--- src/rtl/lcd_bus_arbiter.sv ---
// Two-requester write arbiter for an HD44780-style character LCD: power-up hold, setup/strobe/exec timing.
// Define LCD_ARB_ROUND_ROBIN_EN for round-robin arbitration; otherwise requester 0 has fixed priority.
module lcd_bus_arbiter #(
  parameter int unsigned T_POWERUP   = 2000000,
  parameter int unsigned T_SETUP     = 2,
  parameter int unsigned T_EN_HIGH   = 25,
  parameter int unsigned T_EXEC      = 2000,
  parameter int unsigned T_EXEC_LONG = 82000
) (
  input  logic       clk,
  input  logic       reset,
  input  logic [1:0] req,
  input  logic       rs0,
  input  logic       rs1,
  input  logic [7:0] data0,
  input  logic [7:0] data1,
  output logic [1:0] ack,
  output logic       busy,
  output logic       lcd_rs,
  output logic       lcd_rw,
  output logic       lcd_en,
  output logic [7:0] lcd_data
);

  localparam int unsigned MAX_A = (T_POWERUP > T_EXEC_LONG) ? T_POWERUP : T_EXEC_LONG;
  localparam int unsigned MAX_B = (T_EXEC > T_EN_HIGH) ? T_EXEC : T_EN_HIGH;
  localparam int unsigned MAX_C = (MAX_B > T_SETUP) ? MAX_B : T_SETUP;
  localparam int unsigned T_MAX = (MAX_A > MAX_C) ? MAX_A : MAX_C;
  localparam int unsigned CNT_W = (T_MAX > 1) ? $clog2(T_MAX) : 1;

  typedef enum logic [2:0] {
    POWERUP = 3'd0,
    IDLE    = 3'd1,
    SETUP   = 3'd2,
    STROBE  = 3'd3,
    EXEC    = 3'd4,
    DONE    = 3'd5
  } state_t;

  state_t             state_q, state_d;
  logic [CNT_W-1:0]   cnt_q, cnt_d;
  logic               winner_q, winner_d;
  logic               rs_d;
  logic [7:0]         data_d;
  logic [1:0]         ack_d;
  logic               grant_c;
  logic               long_c;
  logic [CNT_W-1:0]   exec_last_c;

  assign lcd_rw = 1'b0;

  // Clear-display and return-home style commands need the long execution wait.
  assign long_c      = !lcd_rs && (lcd_data inside {8'h01, 8'h02, 8'h03});
  assign exec_last_c = long_c ? CNT_W'(T_EXEC_LONG - 1) : CNT_W'(T_EXEC - 1);

`ifdef LCD_ARB_ROUND_ROBIN_EN
  logic last_q;

  // Pointer holds the last granted requester; contention goes to the other one.
  always_ff @(posedge clk) begin
    if (!reset) begin
      last_q <= 1'b1;
    end else if (state_q == IDLE && |req) begin
      last_q <= grant_c;
    end
  end

  assign grant_c = (&req) ? ~last_q : ~req[0];
`else
  assign grant_c = ~req[0];
`endif

  // Next-state, counter and latch logic.
  always_comb begin
    state_d  = state_q;
    cnt_d    = cnt_q + CNT_W'(1);
    winner_d = winner_q;
    rs_d     = lcd_rs;
    data_d   = lcd_data;
    ack_d    = 2'b00;
    case (state_q)
      POWERUP: begin
        if (cnt_q == CNT_W'(T_POWERUP - 1)) begin
          state_d = IDLE;
          cnt_d   = '0;
        end
      end
      IDLE: begin
        cnt_d = '0;
        if (|req) begin
          state_d  = SETUP;
          winner_d = grant_c;
          rs_d     = grant_c ? rs1 : rs0;
          data_d   = grant_c ? data1 : data0;
        end
      end
      SETUP: begin
        if (cnt_q == CNT_W'(T_SETUP - 1)) begin
          state_d = STROBE;
          cnt_d   = '0;
        end
      end
      STROBE: begin
        if (cnt_q == CNT_W'(T_EN_HIGH - 1)) begin
          state_d = EXEC;
          cnt_d   = '0;
        end
      end
      EXEC: begin
        if (cnt_q == exec_last_c) begin
          state_d         = DONE;
          cnt_d           = '0;
          ack_d[winner_q] = 1'b1;
        end
      end
      DONE: begin
        state_d = IDLE;
        cnt_d   = '0;
      end
      default: begin
        state_d = POWERUP;
        cnt_d   = '0;
      end
    endcase
  end

  always_ff @(posedge clk) begin
    if (!reset) begin
      state_q  <= POWERUP;
      cnt_q    <= '0;
      winner_q <= 1'b0;
      lcd_rs   <= 1'b0;
      lcd_data <= 8'h00;
      lcd_en   <= 1'b0;
      ack      <= 2'b00;
      busy     <= 1'b1;
    end else begin
      state_q  <= state_d;
      cnt_q    <= cnt_d;
      winner_q <= winner_d;
      lcd_rs   <= rs_d;
      lcd_data <= data_d;
      lcd_en   <= (state_d == STROBE);
      ack      <= ack_d;
      busy     <= (state_d != IDLE);
    end
  end

endmodule

--- config.mk ---
export PLATFORM = sky130hd
export DESIGN_NAME = lcd_bus_arbiter
export DESIGN_NICKNAME = d
export VERILOG_FILES = /design/src/rtl/lcd_bus_arbiter.sv
export SDC_FILE = /design/constraint.sdc
export NUM_CORES = 1
export LEC_CHECK = 0
export ABC_AREA = 1
export CORE_MARGIN = 2
export CORE_UTILIZATION = 49
export DETAILED_ROUTE_END_ITERATION = 8
export PLACE_DENSITY = 0.76
export SLEW_MARGIN = 20
export SYNTH_ARGS = -nofsm -noshare
export SYNTH_HDL_FRONTEND = slang
export SYNTH_SLANG_ARGS = --single-unit
--- constraint.sdc ---
create_clock -name clk -period 1.8 [get_ports clk]
set_input_delay 0.36 -clock clk [delete_from_list [all_inputs] [get_ports clk]]
set_output_delay 0.36 -clock clk [all_outputs]
set_load 0.02 [all_outputs]
==> summary.md, run 1 <==
| Metric | Value |
|---|---|
| DRC Markers | `0` |
| WP data arrival | `1.85 ns` |
| Clock Root Buffer | `clkbuf_8` |
| Initial antenna violation count | `0` |
| Clock sinks | `38` |
| Initial core utilization | `0.506` |
| Seq/Total Area, Yosys | `0.321` |
| Placer Congestion | `0.946` |
| Power consumption | `1.59 mW` |
| Final Hold Fails | `0` |
| RSZ-0062 raised after global routing | `false` |
| Hold buffer count at CTS | `0` |
| Outcome | `finished, final reports clean` |
| Latest clock arrival within the worst-skew pair | `0.29 ns` |
| Largest net degree at the start of global routing | `21` |
| Clk_skew | `0.00499 ns` |
| Final nets | `433` |
| CTS tree | `yes` |
| Core Area | `0.00469 sq mm` |
| Net count after synthesis | `384` |
| #FFs+latches synth | `38` |
| Sw Share | `0.231` |
| Number of global-route vias before repair | `2168` |
| Final WL | `6010 microns` |
| Fin cells | `463` |
| Cells after synthesis | `359` |
| Post-DP HPWL | `4750 microns` |
| Antenna viol nets, final | `0` |
| PortBufs | `34` |
| Number of library cell types mapped by synthesis | `33` |
| Vias | `2469` |
| Slew Viols, Final | `0` |
| FP Rows | `25` |
| Cell Area, Placed | `0.00284 sq mm` |
| Share of cells above drive strength 1 | `0.139` |
| Commonest non-fill, non-tap cells in the layout | `nand2_1, nor2_1, dfxtp_1` |
| Max IR drop VDD | `299 uV` |
| Power Density | `540 mW/mm^2` |
| FMAX | `600 MHz` |
| H-tree Lvls | `2` |
| Placed cell count | `454` |
| Fraction of power consumed by sequential logic | `0.535` |
| Leading cell type in the layout, fill and taps excluded | `nand2_1` |
| Routed len/inst | `13.0 microns` |
| R2R cell count | `10` |
| Fin crit period | `1.67 ns` |
| Reg2reg start | `cnt_q[12]` |
| I/O pin count | `36` |
| Mapped Area | `0.00237 sq mm` |
| Switching pwr | `369 uW` |
| R2R Path End | `cnt_q[8]` |
| Number of iterations in the first detailed-routing pass | `4` |
| Max-cap viol count | `0` |
| Die width | `73.6 microns` |
| Int Pwr | `1.23 mW` |
| # setup viols final | `0` |
| Area delta synth->final | `24.4%` |
| Total number of yosys warnings | `0` |
| R2R Setup Slk | `0.13 ns` |
| Hold path cells | `1` |
| Vias per cell | `5.33` |
| Period utilization | `0.925` |
| Hold path start | `winner_q` |
| Hold EP | `ack[0]` |
| CP endpoint kind | `register` |
| CTS Buf Count | `5` |
| Dpl ws | `0.0703 ns` |
| Post-synth EDFFs | `0` |
| Clock buffer depth | `2` |
| Fin util | `0.629` |
| Final setup margin | `0.135 ns` |
| TNS Setup | `0 ns` |
| Mean post-synth cell area | `6.61 sq um` |
| WHS | `0.487 ns` |
| Critical Setup Path Class | `reg2reg` |
| Ys async rst share | `0` |
| Most used DFF post-synth | `dfxtp_1` |
| Leak | `1.20 nW` |
| Req. time, crit path | `1.99 ns` |
| Gr ovfl total | `0` |
| Ant. Diodes | `0` |
| Iteration-0 DRC Markers | `226` |
| Clock power frac | `0.381` |
| DIE AREA | `0.00542 sq mm` |
| Gate power share | `0.083` |
| Design Area, Final | `0.00295 sq mm` |
| Worst-path clk slew | `0.07 ns` |
| Hold Crit Class | `reg2reg` |
| Crit start category | `register` |
| CP max FO | `11` |
| First-pass GRT wire length | `10000 microns` |
| GRT Overall Usage | `0.240` |
| Die height | `73.6 microns` |
-- sequential cells by signal, summed over array words and instances (netlist names) --
signal and count:
winner_q 1, state_q 3, cnt_q 21, busy 1
ack 2, lcd_rs 1, lcd_data 8, lcd_en 1
-- power groups by stage --
stage | logic (mW) | registers, mW | clock network (mW)
6_report | 0.133 | 0.854 | 0.608
5_1_grt | 0.149 | 0.855 | 0.645
4_1_cts | 0.132 | 0.854 | 0.616
3_5_place_dp | 0.131 | 0.874 | 0
3_3_place_gp | 0.128 | 0.873 | 0
2_1_floorplan | 0.0638 | 0.872 | 0
-- final cells by class --
cell class                      instances  area, sq um
Fill cell                             428         1740
Multi-Input combinational cell        277         1440
Sequential cell                        38          763
Timing Repair Buffer                   48          445
Inverter                               38          144
Clock buffer                            7         86.3
Tap cell                               54         67.6
Clock inverter                          1         5.00
-- Yosys cell counts (2+ instances only) --
cell	count	area share
a21oi_1	8	0.017
a31oi_1	9	0.024
clkbuf_1	4	0.0063
dfxtp_1	38	0.32
ha_1	3	0.016
inv_1	34	0.054
inv_2	2	0.0032
nand2_1	88	0.14
nand2_2	2	0.0053
nand2_4	2	0.0095
nand3_1	34	0.072
nand3_2	2	0.0084
nand4_1	12	0.032
nor2_1	54	0.085
nor2_2	15	0.040
nor2_4	2	0.0095
nor3_1	5	0.011
nor3_4	2	0.014
o211ai_1	5	0.016
o21ai_0	18	0.038
xnor2_1	3	0.011
xor2_1	6	0.022
-- worst max-delay path, stage by stage (launching register included) --
cell      delay [ns]
dfxtp_1         0.36
nor2_1          0.25
nand3_1         0.11
nor2_1          0.21
nand3_1         0.13
nand2_1         0.08
nand2_1         0.06
clkinv_2        0.05
nand3_4         0.11
nand2_8         0.14
nor2_1          0.06
-- layer usage --
metal  part of all wire  wire length, microns  vias to the layer above  GRT usage
li1                   -                     -                     1263          -
met1               0.44                  2650                     1096      0.317
met2               0.47                  2840                       96      0.395
met3              0.067                   401                       14     0.0535
met4              0.019                   112                        0     0.0626
met5                  0                     0                        -          0
-- logic make-up (layout without fill, tap and decap cells) --
group | after synthesis | in the layout | synth area share
compound gates | 40 | 40 | 0.0944
xor+xnor | 9 | 9 | 0.0332
fa+ha+maj | 3 | 3 | 0.0158
buf+inv | 44 | 94 | 0.0785
flops | 38 | 38 | 0.321
other cells | 1 | 1 | 0.00158
simple gates | 224 | 224 | 0.456
-- how the worst max path moves through the flow --
stage / start / to / slack [ns] / depth (start not counted)
CTS: cnt_q[0] / cnt_q[8] / 0.1 / 10
detailed placement: req[1] / lcd_data[1] / 0.07 / 6
global placement: reset / cnt_q[6] / 0.10 / 9
finish: cnt_q[12] / cnt_q[8] / 0.13 / 10
floorplan: cnt_q[0] / cnt_q[10] / 0.09 / 13
global route: cnt_q[0] / cnt_q[8] / 0.01 / 10
-- what timing repair did --
item                       CTS  global route
resized for setup            0             5
buffers inserted             0             1
setup endpoints to repair    0            16
No activity file was read; power rests on OpenSTA's default activity.
==> run 2, diff against run 1 <==
--- a/config.mk
+++ b/config.mk
@@ -10,6 +10,7 @@
 export CORE_UTILIZATION = 49
 export DETAILED_ROUTE_END_ITERATION = 8
 export PLACE_DENSITY = 0.76
+export REMOVE_ABC_BUFFERS = 1
 export SLEW_MARGIN = 20
 export SYNTH_ARGS = -nofsm -noshare
 export SYNTH_HDL_FRONTEND = slang
==> run 2 against run 1 <==
Compared with the run above:
- total power grew 8.0%
- first-iteration DRC count fell by 8.8%
- core utilization rose by 1.1 points
- non-clock buffer count grew 3
- sequential cell count did not move
- critical path type unchanged
==> summary.md, run 2 (synthesized netlist as in run 1, its figures left out) <==
| Metric | Value |
|---|---|
| WP data arrival | `1.89 ns (was 1.85 ns)` |
| Fin cells | `466 (was 463)` |
| Share of cells above drive strength 1 | `0.153 (was 0.139)` |
| Register bank with the most flops | `cnt_q (unchanged)` |
| Period utilization | `0.942 (was 0.925)` |
| Antenna viol nets, final | `0 (unchanged)` |
| Fin crit period | `1.70 ns (was 1.67 ns)` |
| Power consumption | `1.72 mW (was 1.59 mW)` |
| Largest net degree at the start of global routing | `21 (unchanged)` |
| Core Area | `0.00469 sq mm (unchanged)` |
| Hold buffer count at CTS | `0 (unchanged)` |
| Post-CTS Setup Inserts | `0 (unchanged)` |
| Power Density | `574 mW/mm^2 (was 540 mW/mm^2)` |
| Outcome | `finished, final reports clean (unchanged)` |
| Clock buffer depth | `2 (unchanged)` |
| Max-cap viol count | `0 (unchanged)` |
| Placed cell count | `458 (was 454)` |
| Latest clock arrival within the worst-skew pair | `0.30 ns (was 0.29 ns)` |
| FMAX | `590 MHz (was 600 MHz)` |
| Gr ovfl total | `0 (unchanged)` |
| Number of global-route vias before repair | `2238 (was 2168)` |
| Req. time, crit path | `1.99 ns (about the same)` |
| GRT Overall Usage | `0.238 (was 0.240)` |
| Final WL | `5980 microns (was 6010 microns)` |
| Max IR drop VDD | `289 uV (was 299 uV)` |
| Largest registers | `cnt_q x21, lcd_data x8, state_q x3 (unchanged)` |
| Critical Setup Path Class | `reg2reg (unchanged)` |
| Worst-path clk slew | `0.08 ns (was 0.07 ns)` |
| DRC Markers | `0 (unchanged)` |
| Max reg flops | `21 (unchanged)` |
| Post-DP HPWL | `4830 microns (was 4750 microns)` |
| Clock sinks | `38 (unchanged)` |
| Area delta synth->final | `26.5% (was 24.4%)` |
| PortBufs | `34 (unchanged)` |
| CTS Buf Count | `5 (unchanged)` |
| Iteration-0 DRC Markers | `206 (was 226)` |
| CP endpoint kind | `register (unchanged)` |
| Initial antenna violation count | `0 (unchanged)` |
| H-tree Lvls | `2 (unchanged)` |
| Slew Viols, Final | `0 (unchanged)` |
| Leak | `1.21 nW (was 1.20 nW)` |
| Commonest non-fill, non-tap cells in the layout | `nand2_1, nor2_1, dfxtp_1 (unchanged)` |
| Number of iterations in the first detailed-routing pass | `7 (was 4)` |
| Initial core utilization | `0.506 (unchanged)` |
| Placer Congestion | `0.884 (was 0.946)` |
| CP max FO | `11 (unchanged)` |
| Clock Root Buffer | `clkbuf_8 (unchanged)` |
| Hold Crit Class | `reg2reg (unchanged)` |
| Final nets | `436 (was 433)` |
| Ant. Diodes | `0 (unchanged)` |
| I/O pin count | `36 (unchanged)` |
| Leading cell type in the layout, fill and taps excluded | `nand2_1 (unchanged)` |
| # setup viols final | `0 (unchanged)` |
| FP Rows | `25 (unchanged)` |
| Die width | `73.6 microns (unchanged)` |
| Vias | `2469 (unchanged)` |
| Clk_skew | `0.0111 ns (was 0.00499 ns)` |
| CTS tree | `yes (unchanged)` |
| Die height | `73.6 microns (unchanged)` |
| Routed len/inst | `12.8 microns (was 13.0 microns)` |
| Final Hold Fails | `0 (unchanged)` |
| DIE AREA | `0.00542 sq mm (unchanged)` |
| Vias per cell | `5.30 (was 5.33)` |
| First-pass GRT wire length | `9960 microns (was 10000 microns)` |
| RSZ-0062 raised after global routing | `true (was false)` |
| Crit start category | `register (unchanged)` |
-- run 2: changes by cell type in the layout (fill, tap and decap cells not counted), sizes merged --
cell,previous run,this run
clkbuf,7,5
buf,14,17
bufinv,0,1
clkinvlp,0,2
clkinv,3,2
-- run 2: cell type report --
cell class,instances,area (sq um)
Timing Repair Buffer,51,468
Inverter,38,144
Sequential cell,38,763
Fill cell,441,1690
Tap cell,54,67.6
Multi-Input combinational cell,277,1450
Clock inverter,3,45.0
Clock buffer,5,68.8
-- run 2: worst max-delay path, stage by stage, from the launching register on --
cell and delay [ns]:
dfxtp_2 0.35, ha_2 0.19, nand2_2 0.09, nor2_8 0.17, nand2_4 0.07, nor2_4 0.12, nand3_2 0.10, nand2_1 0.07
nand2_1 0.06, clkinv_2 0.06, nand3_4 0.11, nand2_8 0.14, nor2_1 0.05
-- run 2: stage by stage --
stage	setup WS, ns	TNS (ns)	utilization	hold slack, ns	cell area [sq um]
after floorplan	0.122	0	-	0.410	2330
after global routing	-0.0198	-0.0768	0.640	0.468	3000
final	0.104	0	0.640	0.437	3000
after CTS	0.0113	0	0.635	0.440	2980
after global placement	-0.0333	-0.0344	0.611	0.430	2870
after detailed placement	-0.0891	-0.478	0.611	0.423	2870
-- run 2: power breakdown --
group	internal (mW)	switching, mW	total [mW]
registers	0.847	0.00689	0.854
clock network	0.412	0.325	0.737
logic	0.0716	0.0599	0.132
total	1.33	0.392	1.72
-- run 2: final timing paths --
check | startpoint | endpoint | slack [ns] | cells after the start
worst max-delay path | cnt_q[1] | cnt_q[8] | 0.10 | 12
worst min-delay path | winner_q | ack[0] | 0.44 | 1
worst max register to register | cnt_q[1] | cnt_q[8] | 0.10 | 12
worst min register to register | winner_q | ack[0] | 0.44 | 1
-- run 2: routing by layer --
layer	GRT usage	routed length (microns)	up-vias
met5	0	0	-
met4	0.0848	121	0
met3	0.0700	416	14
met2	0.405	2910	87
met1	0.282	2540	1091
li1	-	-	1277
-- run 2: timing repair --
action	4_1_cts	5_1_grt
gates resized for setup	0	7
hold endpoints to repair	0	0
setup endpoints to repair	0	17
